<file path="src/rtl/twiddle_gen_seq.sv">
// Sequential twiddle generator: BASE^brv(k) mod Q by square-and-multiply
// on one shared multiplier/reducer, valid/ready on both sides.
module twiddle_gen_seq #(
  parameter int Q        = 3329,
  parameter int ZETA     = 17,
  parameter int ZETA_INV = 1175,
  parameter int LOGN     = 7,
  parameter int W        = 12
) (
  input  logic            clk,
  input  logic            rst_n,
  input  logic            in_valid,
  output logic            in_ready,
  input  logic [LOGN-1:0] in_index,
  input  logic            in_inv,
  output logic            out_valid,
  input  logic            out_ready,
  output logic [W-1:0]    out_phi,
  output logic [LOGN-1:0] out_index,
  output logic            busy
);

  localparam int CW = (LOGN > 1) ? $clog2(LOGN) : 1;

  localparam logic [1:0] S_IDLE = 2'd0;
  localparam logic [1:0] S_SQR  = 2'd1;
  localparam logic [1:0] S_MUL  = 2'd2;
  localparam logic [1:0] S_DONE = 2'd3;

  localparam logic [2*W-1:0] PQ   = (2*W)'(Q);
  localparam logic [W-1:0]   BFWD = W'(ZETA);
  localparam logic [W-1:0]   BINV = W'(ZETA_INV);

  if ((2 ** W) <= Q) begin : g_bad_w
    $error("twiddle_gen_seq: 2**W must exceed Q");
  end

  logic [1:0]      state;
  logic [W-1:0]    acc;
  logic [W-1:0]    base;
  logic [LOGN-1:0] e;
  logic [LOGN-1:0] idx;
  logic [CW-1:0]   cnt;

  logic [W-1:0]    opb;
  logic [2*W-1:0]  prod;
  logic [W-1:0]    red;
  logic            ebit;

  function automatic logic [LOGN-1:0] brv(input logic [LOGN-1:0] k);
    logic [LOGN-1:0] r;
    r = '0;
    for (int i = 0; i < LOGN; i++) r[i] = k[LOGN-1-i];
    return r;
  endfunction

  assign in_ready = (state == S_IDLE);
  assign busy     = (state == S_SQR) || (state == S_MUL);
  assign ebit     = e[cnt];

  // One multiplier: squares in SQR, multiplies by base in MUL.
  always_comb begin
    opb  = (state == S_SQR) ? acc : base;
    prod = {{W{1'b0}}, acc} * {{W{1'b0}}, opb};
    red  = W'(prod % PQ);
  end

  always_ff @(posedge clk or negedge rst_n) begin
    if (!rst_n) begin
      state     <= S_IDLE;
      acc       <= W'(1);
      base      <= '0;
      e         <= '0;
      idx       <= '0;
      cnt       <= '0;
      out_valid <= 1'b0;
      out_phi   <= '0;
      out_index <= '0;
    end else begin
      case (state)
        S_IDLE: begin
          if (in_valid) begin
            e     <= brv(in_index);
            base  <= in_inv ? BINV : BFWD;
            idx   <= in_index;
            acc   <= W'(1);
            cnt   <= CW'(LOGN - 1);
            state <= S_SQR;
          end
        end
        S_SQR: begin
          acc   <= red;
          state <= S_MUL;
        end
        S_MUL: begin
          if (ebit) acc <= red;
          if (cnt == '0) begin
            out_phi   <= ebit ? red : acc;
            out_index <= idx;
            out_valid <= 1'b1;
            state     <= S_DONE;
          end else begin
            cnt   <= cnt - CW'(1);
            state <= S_SQR;
          end
        end
        default: begin
          if (out_ready) begin
            out_valid <= 1'b0;
            state     <= S_IDLE;
          end
        end
      endcase
    end
  end

endmodule
</file>
<file path="config.mk">
export PLATFORM = sky130hd
export DESIGN_NAME = twiddle_gen_seq
export DESIGN_NICKNAME = d
export VERILOG_FILES = /design/src/rtl/twiddle_gen_seq.sv
export SDC_FILE = /design/constraint.sdc
export NUM_CORES = 1
export LEC_CHECK = 0
export ABC_AREA = 1
export CORE_MARGIN = 4
export CORE_UTILIZATION = 40
export CTS_CLUSTER_SIZE = 16
export DETAILED_ROUTE_END_ITERATION = 12
export GPL_TIMING_DRIVEN = 0
export MAX_ROUTING_LAYER = met4
export PLACE_DENSITY_LB_ADDON = 0.2
export SLEW_MARGIN = 20
export SYNTH_ARGS = -nofsm -noshare
export SYNTH_HDL_FRONTEND = slang
export SYNTH_SLANG_ARGS = --single-unit
</file>
<file path="constraint.sdc">
create_clock -name clk -period 14.62 [get_ports clk]
set_input_delay 4.386 -clock clk [delete_from_list [all_inputs] [get_ports clk]]
set_output_delay 4.386 -clock clk [all_outputs]
set_load 0.1 [all_outputs]
</file>
# --- Yosys cells after proc, flatten, opt, wreduce, memory -nomap -nowiden ---
# Index checks and enable logic that the tools add are counted.
op_classes:
  add_sub_neg: 1
  mul: 1
  div: 1
  magnitude_cmp: 1
  n_eq_ne: 5
  n_mux: 17
  n_bitwise: 1
  reduce_logical: 14
ops:
  columns: ["operator", "n"]
  rows:
  - ["12-bit two-way mux", 3]
  - ["12-bit case mux with 3 select lines", 1]
  - ["24-bit by 12-bit modulo with 24-bit output, second input constant", 1]
  - ["12-bit by 12-bit multiplier with 24-bit output", 1]
  - ["11-bit two-way mux", 1]
  - ["2-bit AND reduction", 4]
  - ["2-bit two-way mux", 3]
  - ["3-bit two-way mux", 2]
  - ["2-bit case mux with 3 select lines", 1]
  - ["3-bit case mux with 2 select lines", 1]
  - ["3-bit AND reduction", 2]
  - ["3-bit by 4-bit less-than comparator with 1-bit output, second input constant", 1]
  - ["2-bit inequality test, second input constant", 2]
  - ["2-bit nonzero test", 2]
  - ["4-bit nonzero test", 1]
  - ["1-bit binary-select mux with 3-bit select", 1]
  - ["3-bit logical NOT", 1]
  - ["1-bit two-way mux", 3]
  - ["3-bit nonzero test", 1]
  - ["3-bit by 1-bit subtractor with 3-bit output, second input constant", 1]
  - ["2-bit by 1-bit equality test with 1-bit output, second input constant", 1]
  - ["2-bit equality test, second input constant", 1]
  - ["2-bit logical NOT", 1]
  - ["2-bit by 1-bit inequality test with 1-bit output, second input constant", 1]
  - ["other kinds (4)", 4]
word_totals:
  reg_bits: 63
  inputBits: 12
  out_inout_bits: 22
  elab_cells: 50

# --- Depth between registers and ports, before layout ---
logic_depth:
  word_depth: 6
  mapped_depth: 136

# --- Worst setup path before layout ---
# No wires, ideal clock.
synth_timing:
  path_type: "register to register"
  start: "reg state[1]"
  end: "reg acc[1]"
  setup_time_ps: 116
  arrival_time_ps: 15162
  required_time_ps: 14504
  slack_ps: -658
  stages_incl_launch_ff: 129
  synth_period_minus_slack_ps: 15278
  path_cell_list: "dfrtp_1 > inv_1 > ha_1 > clkbuf_1 > nor2_1 > a21oi_1 > nand2_1 > fa_1 > inv_1 > fa_1 > inv_1 > fa_1 > fa_1 > fa_1 > inv_1 > ha_1 > nand2_1 > nor2_1 > [... 93 more ...] > nand2_2 > nand2_2 > nand3_4 > buf_6 > xor2_2 > ha_1 > inv_1 > nor2_1 > nand3_1 > nand2_1 > nand2_4 > buf_6 > nand2_2 > o211ai_2 > nand3_1 > nand2_1 > nand2_1 > nand2_1"
synth_between:
  elab_chain_cells: 6
  word_cells_on_any_way: 11
  cone_classes: "mul (1); div (1); eq/ne (3); mux (3); reduce/logical (3)"
synth_rtl:
  columns: ["element", "line_no", "rtl"]
  rows:
  - ["start: declaration", "38", "logic [1:0] state;"]
  - ["start signal: assignment", "70", "state <= S_IDLE;"]
  - ["start signal: assignment", "88", "state <= S_SQR;"]
  - ["start signal: assignment", "93", "state <= S_MUL;"]
  - ["2-bit by 1-bit equality test with 1-bit output", "63, 80", null]
  - ["12-bit two-way mux", "63", "opb = (state == S_SQR) ? acc : base;"]
  - ["12-bit by 12-bit multiplier with 24-bit output", "64", "prod = {{W{1'b0}}, acc} * {{W{1'b0}}, opb};"]
  - ["24-bit by 12-bit modulo with 24-bit output", "65", "red = W'(prod % PQ);"]
  - ["12-bit two-way mux", "96", "if (ebit) acc <= red;"]
  - ["12-bit case mux with 3 select lines", "80", "case (state)"]
  - ["end signal: assignment", "92", "acc <= red;"]
  - ["end signal: assignment", "96", null]
  - ["end: declaration", "39", "logic [W-1:0] acc;"]
# Parallel ways exist; a longest one is shown, timed or not.
# A chain may end at the register's enable or synchronous reset.

# --- Worst setup path in the final report ---
layout_timing:
  start: "reg state[1]"
  end: "reg acc[8]"
# Same word-level chain as after synthesis.

==> results.md <==
- Outcome: finished with violations
- Failing checks: negative setup slack
- Yosys warnings: 0
- Design area: 0.0201 mm^2
- Nets: around 2,800
- Ports: 34
- Root Driver: clkbuf_16
- Initial Util: 40.5%
- Tmin final: about 16 ns
- F_max: ~64 MHz
- Slowest-stage cell, CP: fa_2
- Synth unique cells: 46
- Gr usage total: between 20% and 30%
- Chip Width: 192 um
- Share of the synthesized area in the top cell type: 23.8%
- Post-synth ARST share: between 90% and 100%
- Syn Std Cell Area: approximately 0.014 mm^2
- Post-route setup slack: -1.02 ns
- Drt via density: 5.09
- Core ar.: approximately 0.034 mm^2
- Max Buffers Root-to-Sink: 2
- Die ar.: ~0.037 mm^2
- Largest net degree at the start of global routing: 31
- Area of the multi-input gates: between 0.01 and 0.015 mm^2
- DRT antenna net count: 0
- Sink Count: 46
- Avg WL per Cell: 13.9 um
- CTS Hold Buffers Added: 0
- Final period utilization: 107%
- Largest fanout on the critical path: 10
- Worst r2r src: state[1]
- Synthesized Nets: about 2,500
- Hold path startpoint: out_phi[9]
- Worst setup startpoint: state[1]
- Filler instances: slightly above 3,000
- Normalized max-slew margin: about a third
- Critical path required time: between 10 and 15 ns
- Area grow syn2layout: 47.8%
- Measured slew at the worst slew-check pin: between 0.9 and 1 ns
- Setup violations, final: 24
- Post-synthesis area per instance: roughly 5.9 um^2
- Startpoint types: flop
- Site row count: 67
- Total Neg Setup Slack: -22.01 ns
- CTS tree: built
- Top FF cell, synth: dfrtp_1
- Clk_lat worst skew: approximately 0.3 ns
- Post-synth EDFFs: 0
- Total CTS buffers: 5
- Top post-synthesis cells by area: nand2_1, fa_1, inv_1, nand3_1, dfrtp_1
- Placed cell area: around 0.015 mm^2
- Vias in the first global route: approximately 15,000
- Clock skew: 0.00724 ns
- Worst-path clk slew: 0.07 ns
- IO Port Bufs: 33
- Area leader, netlist: nand2_1
- H-tree levels: 2
- HPWL after DPL: 29,600 um
- Ant diodes: 0
- Pins Over Slew Limit: 0
- Hold WC Path Type: flop to flop
- Sequential cell area: around 0.0012 mm^2
- Post-synthesis register bit count: 46
- Crit path DAT: 15.83 ns
- Post-synthesis sequential area ratio: 8.49%
- Share of layout cells above drive strength 1: 36.3%
- Syn Inst Count: around 2,300
- Initial antenna violation count: 0
- Crit-path most repeated cell: nand2_4
- RSZ-0062 raised after global routing: yes
- Slowest cell delay on critical path: roughly 0.6 ns
- Pre-antenna DRT Iters: 6
- Hold Fails Final Rpt: 0
- Routability cong.: a little under 0.9
- Chip height: about 190 um
- Setup crit end kind: flop
- Max Cap Violations: 0
- Global route overflow: 0
- Kind of critical path: flop to flop
- # DRC: 0
- Global-route wire length before repair: about 70,000 um
- Initial DRC count: between 900 and 1,000
- Final WL: about 43,000 um
- Via count of the routed design: between 15,000 and 20,000
## state kept, by name, summed over array words and instances (netlist names)
signal	flops
out_phi	12
out_valid	1
e	6
state	2
acc	12
base	2
out_index	7
idx	1
cnt	3
## layout make-up
class                           count  share of cell area (%)
Multi-Input combinational cell   1810                    65.9
Timing Repair Buffer              331                    14.4
Inverter                          416                    8.33
Sequential cell                    46                    5.76
Tap cell                          448                    2.79
Buffer                             40                    1.80
Clock buffer                        6                   0.692
Clock inverter                      2                   0.299
## metrics by stage
| stage | std cells | hold slack (ns) | worst slack [ns] | util (%) |
|---|---|---|---|---|
| global route | 3099 | 0.503 | -1.98 | 59.8 |
| floorplan | 2312 | 0.453 | 0.00284 | - |
| CTS | 3034 | 0.487 | -0.561 | 55.2 |
| global placement | 2793 | 0.468 | -2.47 | 44.2 |
| detailed placement | 2794 | 0.471 | -2.67 | 44.3 |
| finish | 3099 | 0.484 | -1.02 | 59.8 |
## layer usage
metal,vias up,global-route usage (%),part of all wire (%)
li1,7791,-,-
met1,7589,30.1,45
met2,327,39.1,50
met3,55,1.76,3.8
met4,0,3.10,1.3
met5,-,-,0
## synth_stat cells (2+ instances only)
master	instances
a21oi_1	44
a21oi_4	7
a22oi_1	3
a31oi_1	2
buf_2	12
buf_4	8
buf_6	11
clkbuf_1	10
clkinv_1	15
dfrtp_1	45
fa_1	100
ha_1	74
inv_1	371
inv_2	29
mux2_2	3
nand2_1	860
nand2_2	61
nand2_4	14
nand3_1	240
nand3_2	16
nand3b_1	6
nand4_1	45
nand4_2	3
nor2_1	182
nor2_2	23
nor2_4	7
nor3_1	5
o211ai_1	2
o21ai_0	43
o21ai_1	8
o21bai_1	3
xnor2_1	11
xor2_1	36
## repair_timing
item,4_1_cts,5_1_grt
setup buffers,222,65
cloned,12,0
resized for setup,399,256
endpoints found under the setup margin,24,24
pin swaps,214,183
## layout by cell type, fill, tap and decap left out, types with 11 or more instances in the layout
| cell type | instances |
|---|---|
| nand3_1 | 158 |
| nor2_1 | 113 |
| buf_4 | 263 |
| nand3_2 | 63 |
| ha_1 | 53 |
| clkdlybuf4s50_1 | 32 |
| o21ai_1 | 11 |
| nand3_4 | 36 |
| nand2_4 | 76 |
| a21oi_4 | 15 |
| nor2_2 | 44 |
| dfrtp_1 | 43 |
| nand2_2 | 181 |
| buf_6 | 31 |
| inv_1 | 337 |
| xor2_1 | 32 |
| nand2_1 | 664 |
| buf_2 | 11 |
| ha_4 | 19 |
| buf_12 | 13 |
| nor2_4 | 55 |
| a21oi_1 | 27 |
| nand4_1 | 45 |
| o21ai_0 | 36 |
| nand2_8 | 15 |
| inv_4 | 16 |
| inv_2 | 48 |
| fa_1 | 94 |
## critical path: cells and delay by family, from the launching register on
family                     cells  cell delay (ns)
AOI/OAI and AO/OA              6             0.90
xor gates and xnor gates       2             0.43
adders and majority gates      8             3.20
buffers and inverters         27             3.08
DFF                            1             0.38
and+or+nand+nor               74             7.46
## logic make-up (layout without fill, tap and decap cells)
kind of cell | count (synthesis) | in the layout | synth area share [%]
AND/OR/NAND/NOR | 1466 | 1467 | 47.7
XOR/XNOR | 48 | 48 | 3.15
flip-flops | 46 | 46 | 8.49
multiplexers | 3 | 3 | 0.249
buffers and inverters | 457 | 795 | 13.6
AO/OA/AOI/OAI | 118 | 118 | 5.26
adder cells (fa/ha/maj) | 174 | 174 | 21.6
## worst paths after layout
kind                       slack [ns]         end  cells past startpoint
max                             -1.02      acc[8]                    117
min                              0.48  out_phi[9]                      2
max reg2reg                     -1.02      acc[8]                    117
min reg2reg                      0.48  out_phi[9]                      2
max in group asynchronous       10.06    state[0]                      2
min in group asynchronous        4.03      acc[6]                      1
Power is left out: the tool's default activity adds up to more than one toggle a clock period on the data nets, which glitch-free logic cannot reach.
